$ cat src/rtl/sel_scan_pkg.sv
// rtl/sel_scan_pkg.sv - shared types and constants for the selection-window scanner
package sel_scan_pkg;

    typedef enum logic [1:0] {
        IDLE,
        LOAD,
        SCAN,
        DONE
    } scan_state_e;

    localparam int DEF_ADDR_W   = 8;
    localparam int DEF_SCAN_LEN = 2**DEF_ADDR_W;
    localparam int LAST_ADDR    = DEF_SCAN_LEN - 1;

    // Last sweep address for an arbitrary scan length.
    function automatic int last_addr(input int scan_len);
        return scan_len - 1;
    endfunction

endpackage

$ cat src/rtl/sel_window_scan_if.sv
// rtl/sel_window_scan_if.sv - window configuration, trigger and mask output bundle
// master: drives pos_start/pos_end/pos_wr_en/ch_err/scan_trig/abort, observes results
// slave : the scanner; drives rd_en/rd_addr/sel_out/sel_valid/busy/done/trig_drop
interface sel_window_scan_if #(
    parameter int N_CH   = 3,
    parameter int ADDR_W = 8
);
    logic [N_CH*ADDR_W-1:0] pos_start;
    logic [N_CH*ADDR_W-1:0] pos_end;
    logic                   pos_wr_en;
    logic [N_CH-1:0]        ch_err;
    logic                   scan_trig;
    logic                   abort;
    logic                   rd_en;
    logic [ADDR_W-1:0]      rd_addr;
    logic [N_CH-1:0]        sel_out;
    logic                   sel_valid;
    logic                   busy;
    logic                   done;
    logic                   trig_drop;

    modport master (
        output pos_start, pos_end, pos_wr_en, ch_err, scan_trig, abort,
        input  rd_en, rd_addr, sel_out, sel_valid, busy, done, trig_drop
    );

    modport slave (
        input  pos_start, pos_end, pos_wr_en, ch_err, scan_trig, abort,
        output rd_en, rd_addr, sel_out, sel_valid, busy, done, trig_drop
    );

endinterface

$ cat src/rtl/sel_window_cmp.sv
// rtl/sel_window_cmp.sv - combinational membership of one address in one window
// Ports: addr_i (sweep address), start_i/end_i (inclusive window), member_o.
// Macro SEL_WRAP_EN: when defined, start > end wraps through the top of the range;
// when undefined such a window is empty.
module sel_window_cmp #(
    parameter int ADDR_W = 8
) (
    input  logic [ADDR_W-1:0] addr_i,
    input  logic [ADDR_W-1:0] start_i,
    input  logic [ADDR_W-1:0] end_i,
    output logic              member_o
);
    logic ordered;
    logic above_start;
    logic below_end;

    assign ordered     = (start_i <= end_i);
    assign above_start = (addr_i >= start_i);
    assign below_end   = (addr_i <= end_i);

`ifdef SEL_WRAP_EN
    assign member_o = ordered ? (above_start & below_end) : (above_start | below_end);
`else
    assign member_o = ordered & above_start & below_end;
`endif

endmodule

$ cat src/rtl/sel_window_scan.sv
// rtl/sel_window_scan.sv - multi-channel selection-window sweep generator
// Ports: clk, rst_n (async active-low), bus (sel_window_scan_if.slave):
//   in : pos_start/pos_end (packed per channel), pos_wr_en, ch_err, scan_trig, abort
//   out: rd_en, rd_addr, sel_out, sel_valid, busy, done, trig_drop
// Macro SEL_WRAP_EN selects wrap-around windows (handled inside sel_window_cmp).
module sel_window_scan
    import sel_scan_pkg::*;
#(
    parameter int N_CH     = 3,
    parameter int ADDR_W   = 8,
    parameter int SCAN_LEN = 2**ADDR_W
) (
    input  logic             clk,
    input  logic             rst_n,
    sel_window_scan_if.slave bus
);
    localparam int                WW     = N_CH * ADDR_W;
    localparam logic [ADDR_W-1:0] LAST_A = ADDR_W'(last_addr(SCAN_LEN));

    scan_state_e       state_q;
    logic              trig_q;
    logic              edge_w;
    logic [WW-1:0]     sh_start_q;
    logic [WW-1:0]     sh_end_q;
    logic [WW-1:0]     act_start_q;
    logic [WW-1:0]     act_end_q;
    logic [N_CH-1:0]   err_q;
    logic [N_CH-1:0]   member_w;
    logic [N_CH-1:0]   sel_out_q;
    logic              rd_en_q;
    logic [ADDR_W-1:0] rd_addr_q;
    logic              sel_valid_q;
    logic              busy_q;
    logic              done_q;
    logic              trig_drop_q;

    // trig_q resets high so a trigger already high at reset release is not an edge.
    assign edge_w = bus.scan_trig & ~trig_q;

    for (genvar k = 0; k < N_CH; k++) begin : g_cmp
        sel_window_cmp #(.ADDR_W(ADDR_W)) u_cmp (
            .addr_i   (rd_addr_q),
            .start_i  (act_start_q[k*ADDR_W +: ADDR_W]),
            .end_i    (act_end_q[k*ADDR_W +: ADDR_W]),
            .member_o (member_w[k])
        );
    end

    always_ff @(posedge clk or negedge rst_n) begin
        if (!rst_n) begin
            state_q     <= IDLE;
            trig_q      <= 1'b1;
            sh_start_q  <= '0;
            sh_end_q    <= '0;
            act_start_q <= '0;
            act_end_q   <= '0;
            err_q       <= '0;
            sel_out_q   <= '0;
            rd_en_q     <= 1'b0;
            rd_addr_q   <= '0;
            sel_valid_q <= 1'b0;
            busy_q      <= 1'b0;
            done_q      <= 1'b0;
            trig_drop_q <= 1'b0;
        end else begin
            trig_q      <= bus.scan_trig;
            trig_drop_q <= edge_w && (state_q != IDLE);
            done_q      <= 1'b0;

            if (bus.pos_wr_en) begin
                sh_start_q <= bus.pos_start;
                sh_end_q   <= bus.pos_end;
            end

            // Mask pipeline: one cycle behind rd_addr, like a synchronous RAM read.
            sel_valid_q <= rd_en_q;
            sel_out_q   <= rd_en_q ? (member_w & ~err_q) : '0;

            unique case (state_q)
                IDLE: begin
                    if (edge_w) begin
                        state_q <= LOAD;
                        busy_q  <= 1'b1;
                    end
                end
                LOAD: begin
                    if (bus.abort) begin
                        state_q <= IDLE;
                        busy_q  <= 1'b0;
                    end else begin
                        // Shadow is read before any same-cycle write lands.
                        act_start_q <= sh_start_q;
                        act_end_q   <= sh_end_q;
                        err_q       <= bus.ch_err;
                        rd_addr_q   <= '0;
                        rd_en_q     <= 1'b1;
                        state_q     <= SCAN;
                    end
                end
                SCAN: begin
                    if (bus.abort) begin
                        state_q     <= IDLE;
                        busy_q      <= 1'b0;
                        rd_en_q     <= 1'b0;
                        rd_addr_q   <= '0;
                        sel_valid_q <= 1'b0;
                        sel_out_q   <= '0;
                    end else if (rd_addr_q == LAST_A) begin
                        state_q   <= DONE;
                        rd_en_q   <= 1'b0;
                        rd_addr_q <= '0;
                        done_q    <= 1'b1;
                    end else begin
                        rd_addr_q <= rd_addr_q + 1'b1;
                    end
                end
                DONE: begin
                    state_q <= IDLE;
                    busy_q  <= 1'b0;
                end
                default: state_q <= IDLE;
            endcase
        end
    end

    assign bus.rd_en     = rd_en_q;
    assign bus.rd_addr   = rd_addr_q;
    assign bus.sel_out   = sel_out_q;
    assign bus.sel_valid = sel_valid_q;
    assign bus.busy      = busy_q;
    assign bus.done      = done_q;
    assign bus.trig_drop = trig_drop_q;

endmodule

$ cat src/flat_wrapper.sv
// flat-port wrapper written by rule: the top's interface ports become plain ports
module sel_window_scan_flat import sel_scan_pkg::*;
#(
    parameter int N_CH     = 3,
    parameter int ADDR_W   = 8,
    parameter int SCAN_LEN = 2**ADDR_W
)
  (clk, rst_n, bus_pos_start, bus_pos_end, bus_pos_wr_en, bus_ch_err, bus_scan_trig, bus_abort, bus_rd_en, bus_rd_addr, bus_sel_out, bus_sel_valid, bus_busy, bus_done, bus_trig_drop);
  sel_window_scan_if #(.N_CH(N_CH), .ADDR_W(ADDR_W)) bus_i ();
  input  logic clk;
  input  logic rst_n;
  input wire logic [$bits(bus_i.pos_start)-1:0] bus_pos_start;
  input wire logic [$bits(bus_i.pos_end)-1:0] bus_pos_end;
  input wire logic [$bits(bus_i.pos_wr_en)-1:0] bus_pos_wr_en;
  input wire logic [$bits(bus_i.ch_err)-1:0] bus_ch_err;
  input wire logic [$bits(bus_i.scan_trig)-1:0] bus_scan_trig;
  input wire logic [$bits(bus_i.abort)-1:0] bus_abort;
  output wire logic [$bits(bus_i.rd_en)-1:0] bus_rd_en;
  output wire logic [$bits(bus_i.rd_addr)-1:0] bus_rd_addr;
  output wire logic [$bits(bus_i.sel_out)-1:0] bus_sel_out;
  output wire logic [$bits(bus_i.sel_valid)-1:0] bus_sel_valid;
  output wire logic [$bits(bus_i.busy)-1:0] bus_busy;
  output wire logic [$bits(bus_i.done)-1:0] bus_done;
  output wire logic [$bits(bus_i.trig_drop)-1:0] bus_trig_drop;
  assign bus_i.pos_start = bus_pos_start;
  assign bus_i.pos_end = bus_pos_end;
  assign bus_i.pos_wr_en = bus_pos_wr_en;
  assign bus_i.ch_err = bus_ch_err;
  assign bus_i.scan_trig = bus_scan_trig;
  assign bus_i.abort = bus_abort;
  assign bus_rd_en = bus_i.rd_en;
  assign bus_rd_addr = bus_i.rd_addr;
  assign bus_sel_out = bus_i.sel_out;
  assign bus_sel_valid = bus_i.sel_valid;
  assign bus_busy = bus_i.busy;
  assign bus_done = bus_i.done;
  assign bus_trig_drop = bus_i.trig_drop;
  sel_window_scan #(.N_CH(N_CH), .ADDR_W(ADDR_W), .SCAN_LEN(SCAN_LEN)) u_core (.clk(clk), .rst_n(rst_n), .bus(bus_i));
endmodule
$ cat config.mk
export PLATFORM = sky130hd
export DESIGN_NAME = sel_window_scan_flat
export DESIGN_NICKNAME = d
export VERILOG_FILES = /design/src/rtl/sel_scan_pkg.sv /design/src/rtl/sel_window_scan_if.sv /design/src/rtl/sel_window_cmp.sv /design/src/rtl/sel_window_scan.sv /design/src/flat_wrapper.sv
export SDC_FILE = /design/constraint.sdc
export NUM_CORES = 1
export LEC_CHECK = 0
export ABC_CLOCK_PERIOD_IN_PS = 1900
export CAP_MARGIN = 20
export CORE_AREA = 2 2 83 164
export CTS_CLUSTER_SIZE = 8
export DETAILED_ROUTE_END_ITERATION = 10
export DIE_AREA = 0 0 85 166
export HOLD_SLACK_MARGIN = 0.15
export PLACE_DENSITY = 0.8
export SLEW_MARGIN = 20
export SYNTH_ARGS = -nofsm -noshare
export SYNTH_HDL_FRONTEND = slang
export SYNTH_HIERARCHICAL = 1
export SYNTH_SLANG_ARGS = --single-unit
$ cat constraint.sdc
create_clock -name clk -period 1.9 [get_ports clk]
set_clock_uncertainty 0.15 [all_clocks]
set_input_delay 0.38 -clock clk [delete_from_list [all_inputs] [get_ports clk]]
set_output_delay 0.38 -clock clk [all_outputs]
set_load 0.02 [all_outputs]
* After elaboration in Yosys (flattened, before gate mapping)
Cells that the tools add are included.
W data, S select, Z words.
** Storage, ports and cells
- Memories :: 0
- Bits in registers :: 118
- Bits in writable memories :: 0
- Bits in read-only memories :: 0
- Bits in latches :: 0
- Logic and storage cells :: 77
** Cells by class
- Div/mod/pow operators :: 0
- Add/subtract/negate cells :: 1
- Reduce and logical (&&, ||, !) cells :: 10
- Muxes and demuxes :: 24
- Shift-type cells :: 0
- Order comparisons :: 9
- Multipliers :: 0
- Eq/ne operators :: 8
- Bitwise operators :: 11
** Operators with widths (number)
- $le A8 B8 Y1 :: 6
- $ge A8 B8 Y1 :: 3
- $mux W8 :: 3
- $pmux W8 S2 :: 1
- $mux W1 :: 10
- $mux W3 :: 3
- $add A8 B1 Y8 const B :: 1
- $eq A8 B8 Y1 const B :: 1
- $mux W2 :: 4
- $pmux W2 S4 :: 1
- $reduce_and A2 Y1 :: 4
- $and A1 B1 Y1 :: 7
- $eq A2 B2 Y1 const B :: 2
- $ne A2 B1 Y1 const B :: 2
- $reduce_bool A2 Y1 :: 2
- $and A3 B3 Y3 :: 1
- $ne A3 B2 Y1 const B :: 1
- $not A3 Y3 :: 1
- $pmux W1 S3 :: 1
- $reduce_and A3 Y1 :: 1
- $eq A2 B1 Y1 const B :: 1
- $logic_not A2 Y1 :: 1
- $ne A2 B2 Y1 const B :: 1
- $not A1 Y1 :: 2
- other kinds (3) :: 3

* Depth between registers and ports, before layout
- Depth after elaboration :: 7
- Mapped depth :: 8

* By module
The synthesis kept the hierarchy.
** By module, submodules not included
- sel_window_scan :: instances 1, seq. area each 2954.1 sq um, cells each 297, area an instance 4584.4 sq um
- sel_window_cmp :: instances 3, seq. area each 0.0 sq um, cells each 76, area an instance 575.6 sq um

* Worst setup path before layout
No wires, ideal clock.
- Path type :: reg-to-reg
- Start point :: register u_core.rd_addr_q[5] (netlist: u_core/bus.rd_addr[5])
- End point :: register u_core.sel_out_q[1] (netlist: u_core/bus.sel_out[1])
- Stages on the path, launching flop included :: 8
- Period minus slack after synthesis :: 1.995 ns
- Arrival time :: 1.757 ns
- Data required time :: 1.662 ns
- Setup slack :: -0.095 ns
- Setup time :: 0.088 ns
- Path through :: dfrtp_1 -> ha_1 -> a21oi_1 -> o21ai_1 -> o21ai_1 -> nand2_1 -> a2111oi_2 -> nor3b_1
** Between the ends
- Longest elaborated chain between the ends :: 7
** RTL lines
- from (decl) :: line sel_window_scan.sv:31 : logic [ADDR_W-1:0] rd_addr_q;
- from (signal assigned) :: line sel_window_scan.sv:114 : rd_addr_q <= rd_addr_q + 1'b1;
- $ge A8 B8 Y1 :: line sel_window_cmp.sv:18 : assign above_start = (addr_i >= start_i);
- $and A1 B1 Y1 :: line sel_window_cmp.sv:24 : assign member_o = ordered & above_start & below_end;
- $and A1 B1 Y1 * :: line sel_window_cmp.sv:24
- named net u_core.member_w[1] :: line sel_window_scan.sv:28 : logic [N_CH-1:0] member_w;
- $and A3 B3 Y3 * :: line sel_window_scan.sv:77 : sel_out_q <= rd_en_q ? (member_w & ~err_q) : '0;
- $mux W3 * :: line sel_window_scan.sv:77
- $mux W3 :: line sel_window_scan.sv:101 : if (bus.abort) begin
- $mux W3 * :: line sel_window_scan.sv:79 : unique case (state_q)
- to (signal assigned) :: line sel_window_scan.sv:77
- to (decl) :: line sel_window_scan.sv:29 : logic [N_CH-1:0] sel_out_q;
The timed path passes the listed nets; every way through them passes the cells marked *.
A chain may end at the register's enable or synchronous reset.

* Worst setup path in the final report
- Start point :: register u_core.rd_addr_q[3] (netlist: u_core/bus.rd_addr[3])
- End point :: register u_core.sel_out_q[0] (netlist: u_core/bus.sel_out[0])
The elaborated chain is that of the path after synthesis.

==> flow_metrics.env <==
export IMPL_status="complete, but fails checks"
export IMPL_violations="negative setup slack"
export IMPL_synth_warnings=6
export IMPL_portBuffers=71
export IMPL_dr_pass1_iters=5
export IMPL_layout_drive_gt1_share_pct=37.7
export IMPL_p_leak_nw=4.00
export IMPL_start_kind="flop"
export IMPL_syn_inst=525
export IMPL_grtUsageTotal_pct=22.5
export IMPL_synth_async_reset_ratio_pct=100
export IMPL_vdd_drop_max_mv=1.01
export IMPL_period_minus_slack_ns=2.11
export IMPL_crit_fanout=7
export IMPL_synth_nets=658
export IMPL_dp_cells=776
export IMPL_detail_route_wl_per_cell_um=18.7
export IMPL_critPathSlowestCell="dfrtp_2"
export IMPL_synth_area_leaders="dfrtp_1 (46%), mux2_2 (18%), ha_1 (15%)"
export IMPL_regArea_mm2=0.00297
export IMPL_ys_ff_latch=118
export IMPL_drv_cap=0
export IMPL_vias=4627
export IMPL_fmax_ghz=0.474
export IMPL_synthTopCellsByCount="dfrtp_1 (117), mux2_2 (100), ha_1 (77)"
export IMPL_antenna_found_initial=0
export IMPL_hold_class="in -> reg"
export IMPL_synthSimpleGateAreaFrac_pct=6.96
export IMPL_grt_pass1_vias=5040
export IMPL_synth_most_common_cell="dfrtp_1"
export IMPL_synth_top_family_by_area="multiplexers"
export IMPL_finalSetupViolCount=3
export IMPL_crit_chain="ha_1 > a211oi_1 > o21ai_1 > a221oi_2 > a2111oi_4 > nor3b_2"
export IMPL_dieArea_mm2=0.0141
export IMPL_synth_compound_area_share_pct=8.13
export IMPL_synth_edf_count=0
export IMPL_worstSetupEndpointType="flop"
export IMPL_dp_hpwl_mm=11.2
export IMPL_place_congestion=0.926
export IMPL_yosysSeqAreaShare_pct=46.8
export IMPL_htree_levels=4
export IMPL_coreArea_mm2=0.0129
export IMPL_worst_slew_pin_slew_ns=0.343
export IMPL_total_power_w=0.0122
export IMPL_clk_pin_slew_ns=0.06
export IMPL_start_util_pct=48.9
export IMPL_critical_path_startpoint="u_core/bus.rd_addr[3]"
export IMPL_post_route_util_pct=66.6
export IMPL_grt_ovfl_total=0
export IMPL_layout_nets=797
export IMPL_rsz0062_at_grt="yes"
export IMPL_cpPeakStageDelay_ns=0.49
export IMPL_min_from="bus_scan_trig"
export IMPL_drtAntennaViolNets=0
export IMPL_cts_root_buf="clkbuf_16"
export IMPL_grt_max_degree=49
export IMPL_hold_viol=0
export IMPL_insertion_delay_ns=0.41
export IMPL_routed_wl_mm=15.5
export IMPL_synthMuxAreaShare_pct=17.8
export IMPL_synth_adder_area_share_pct=15.3
export IMPL_grt_pass1_wl_mm=24.4
export IMPL_num_rows=59
export IMPL_ctsLongestPathBuffers=2
export IMPL_cellPowerDensity_mw_per_mm2=1420
export IMPL_drv_slew=0
export IMPL_cts_inserted_buffers=17
export IMPL_layout_cells_non_filler=829
export IMPL_slew_headroom_pct=76.9
export IMPL_fin_crit_sh_pct=111
export IMPL_worst_ep_required_time_ns=2.03
export IMPL_num_io_pins=72
export IMPL_die_w_um=85
export IMPL_multi_input_area_mm2=0.00335
export IMPL_cts_tree="done"
export IMPL_critPathArrivalTime_ns=2.24
export IMPL_drt_initial_drc_count=202
export IMPL_n_fill_cell=940
export IMPL_synth_top_area_share_pct=46.4
export IMPL_critPathKind="reg -> reg"
export IMPL_synth_main_ff_cell="dfrtp_1"
export IMPL_clock_sinks=118
export IMPL_die_h_um=166
export IMPL_synth_distinct_cells=38
export IMPL_antennaDiodeCount=0
export IMPL_drc=0
export IMPL_fin_ws_ns=-0.209
export IMPL_avgSynthCellArea_um2=12.0
export IMPL_vias_per_cell=5.58
export IMPL_syn_to_final_growth_pct=36.4
export IMPL_yosysTopAreaCell="dfrtp_1"
export IMPL_synth_xor_area_share_pct=0.416
export IMPL_syn_area_mm2=0.00631
export IMPL_r2r_start="u_core/bus.rd_addr[3]"
==> worst max-delay path: cells and delay by family, from the launching register on <==
kind	cells	cell delay, ns
fa+ha+maj	1	0.34
flops	1	0.49
compound gates	4	0.85
simple gates	1	0.17
==> registers in the layout (all words and copies together) (netlist names) <==
signal                count
u_core/bus.sel_out        3
u_core/bus.rd_addr        8
u_core/trig_q             1
u_core/bus.busy           1
u_core/sh_start_q        24
u_core/sh_end_q          24
u_core/act_start_q       24
u_core/err_q              3
u_core/bus.rd_en          1
u_core/bus.done           1
u_core/bus.sel_valid      1
u_core/bus.trig_drop      1
u_core/act_end_q         24
u_core/state_q            2
==> final timing paths <==
path | to | cells after the start | slack, ns
max in group asynchronous | u_core/trig_q | 3 | 0.76
min in group asynchronous | u_core/sh_start_q[7] | 2 | 0.27
max reg2reg | u_core/bus.sel_out[0] | 6 | -0.21
min reg2reg | u_core/bus.sel_out[2] | 1 | 0.30
max | u_core/bus.sel_out[0] | 6 | -0.21
min | u_core/trig_q | 1 | 0.26
==> through the flow <==
step                setup TNS (ns)  worst slack [ns]  cell area [um^2]  hold slack, ns
finish                      -0.448            -0.209              8610           0.260
floorplan                        0            0.0177              6320         -0.0656
CTS                         -0.257            -0.110              8430           0.249
global placement             -5.13            -0.112              7510           0.154
detailed placement           -6.28            -0.160              7510           0.159
global route                -0.671            -0.250              8610           0.264
==> logic make-up (layout without fill, tap and decap cells) <==
kind of cell,count (synthesis),after routing
xor+xnor,3,3
mux,100,100
flops,118,118
buf+inv,73,225
compound gates,77,77
fa+ha+maj,77,77
simple gates,77,77
==> report_power, final <==
group	switching, W	internal [W]	leakage (nW)	total [W]
combinational	0.00254	0.00244	2.32	0.00498
sequential	0.000635	0.00326	1.40	0.00390
clock	0.00114	0.00217	0.285	0.00332
==> timing repair <==
action                     4_1_cts  5_1_grt
gates resized for setup         50       26
setup buffers                   16        4
hold buffers                     1        0
hold endpoints to repair       117        0
setup endpoints to repair       14       12
pin swaps                       10       13
==> per-layer routing <==
layer  global-route usage, %  part of all wire, %  vias to the layer above
met4                    15.8                  7.2                        0
met2                    41.2                   55                      137
met3                    4.22                  3.2                       58
met1                    21.7                   35                     2290
li1                        -                    -                     2142
met5                       0                    0                        -
==> area by class of cell <==
class / count / share of cell area [%]
multi-input cells: 334 / 39.0
repair buffers: 132 / 14.5
clock inverters: 10 / 1.69
inverters: 61 / 2.66
clock buffers: 22 / 5.51
well taps: 152 / 2.21
flip-flops and latches: 118 / 34.5
==> cells in the final DEF (no fill, tap or decap), drive strengths merged, types with 2 or more instances in the layout <==
cell type,Yosys,final
dfrtp,117,117
mux2,100,100
ha,77,77
buf,12,65
inv,61,62
clkdlybuf4s50,0,56
a21oi,31,31
nand2,27,27
o21ai,26,26
clkbuf,0,23
nand4,13,13
nor2,7,7
clkinvlp,0,5
dlygate4sd2,0,5
nand2b,5,5
nand3,4,4
and2b,4,4
nor4,4,4
bufinv,0,3
nor3b,3,3
xnor2,3,3
and3b,3,3
o2111a,3,3
a21o,3,3
a221oi,3,3
a2111oi,3,3
a211oi,3,3
dlymetal6s2s,0,2
nor2b,2,2
nor3,2,2
clkdlybuf4s15,0,2
Note: power is estimated with default switching activity, not from simulation.
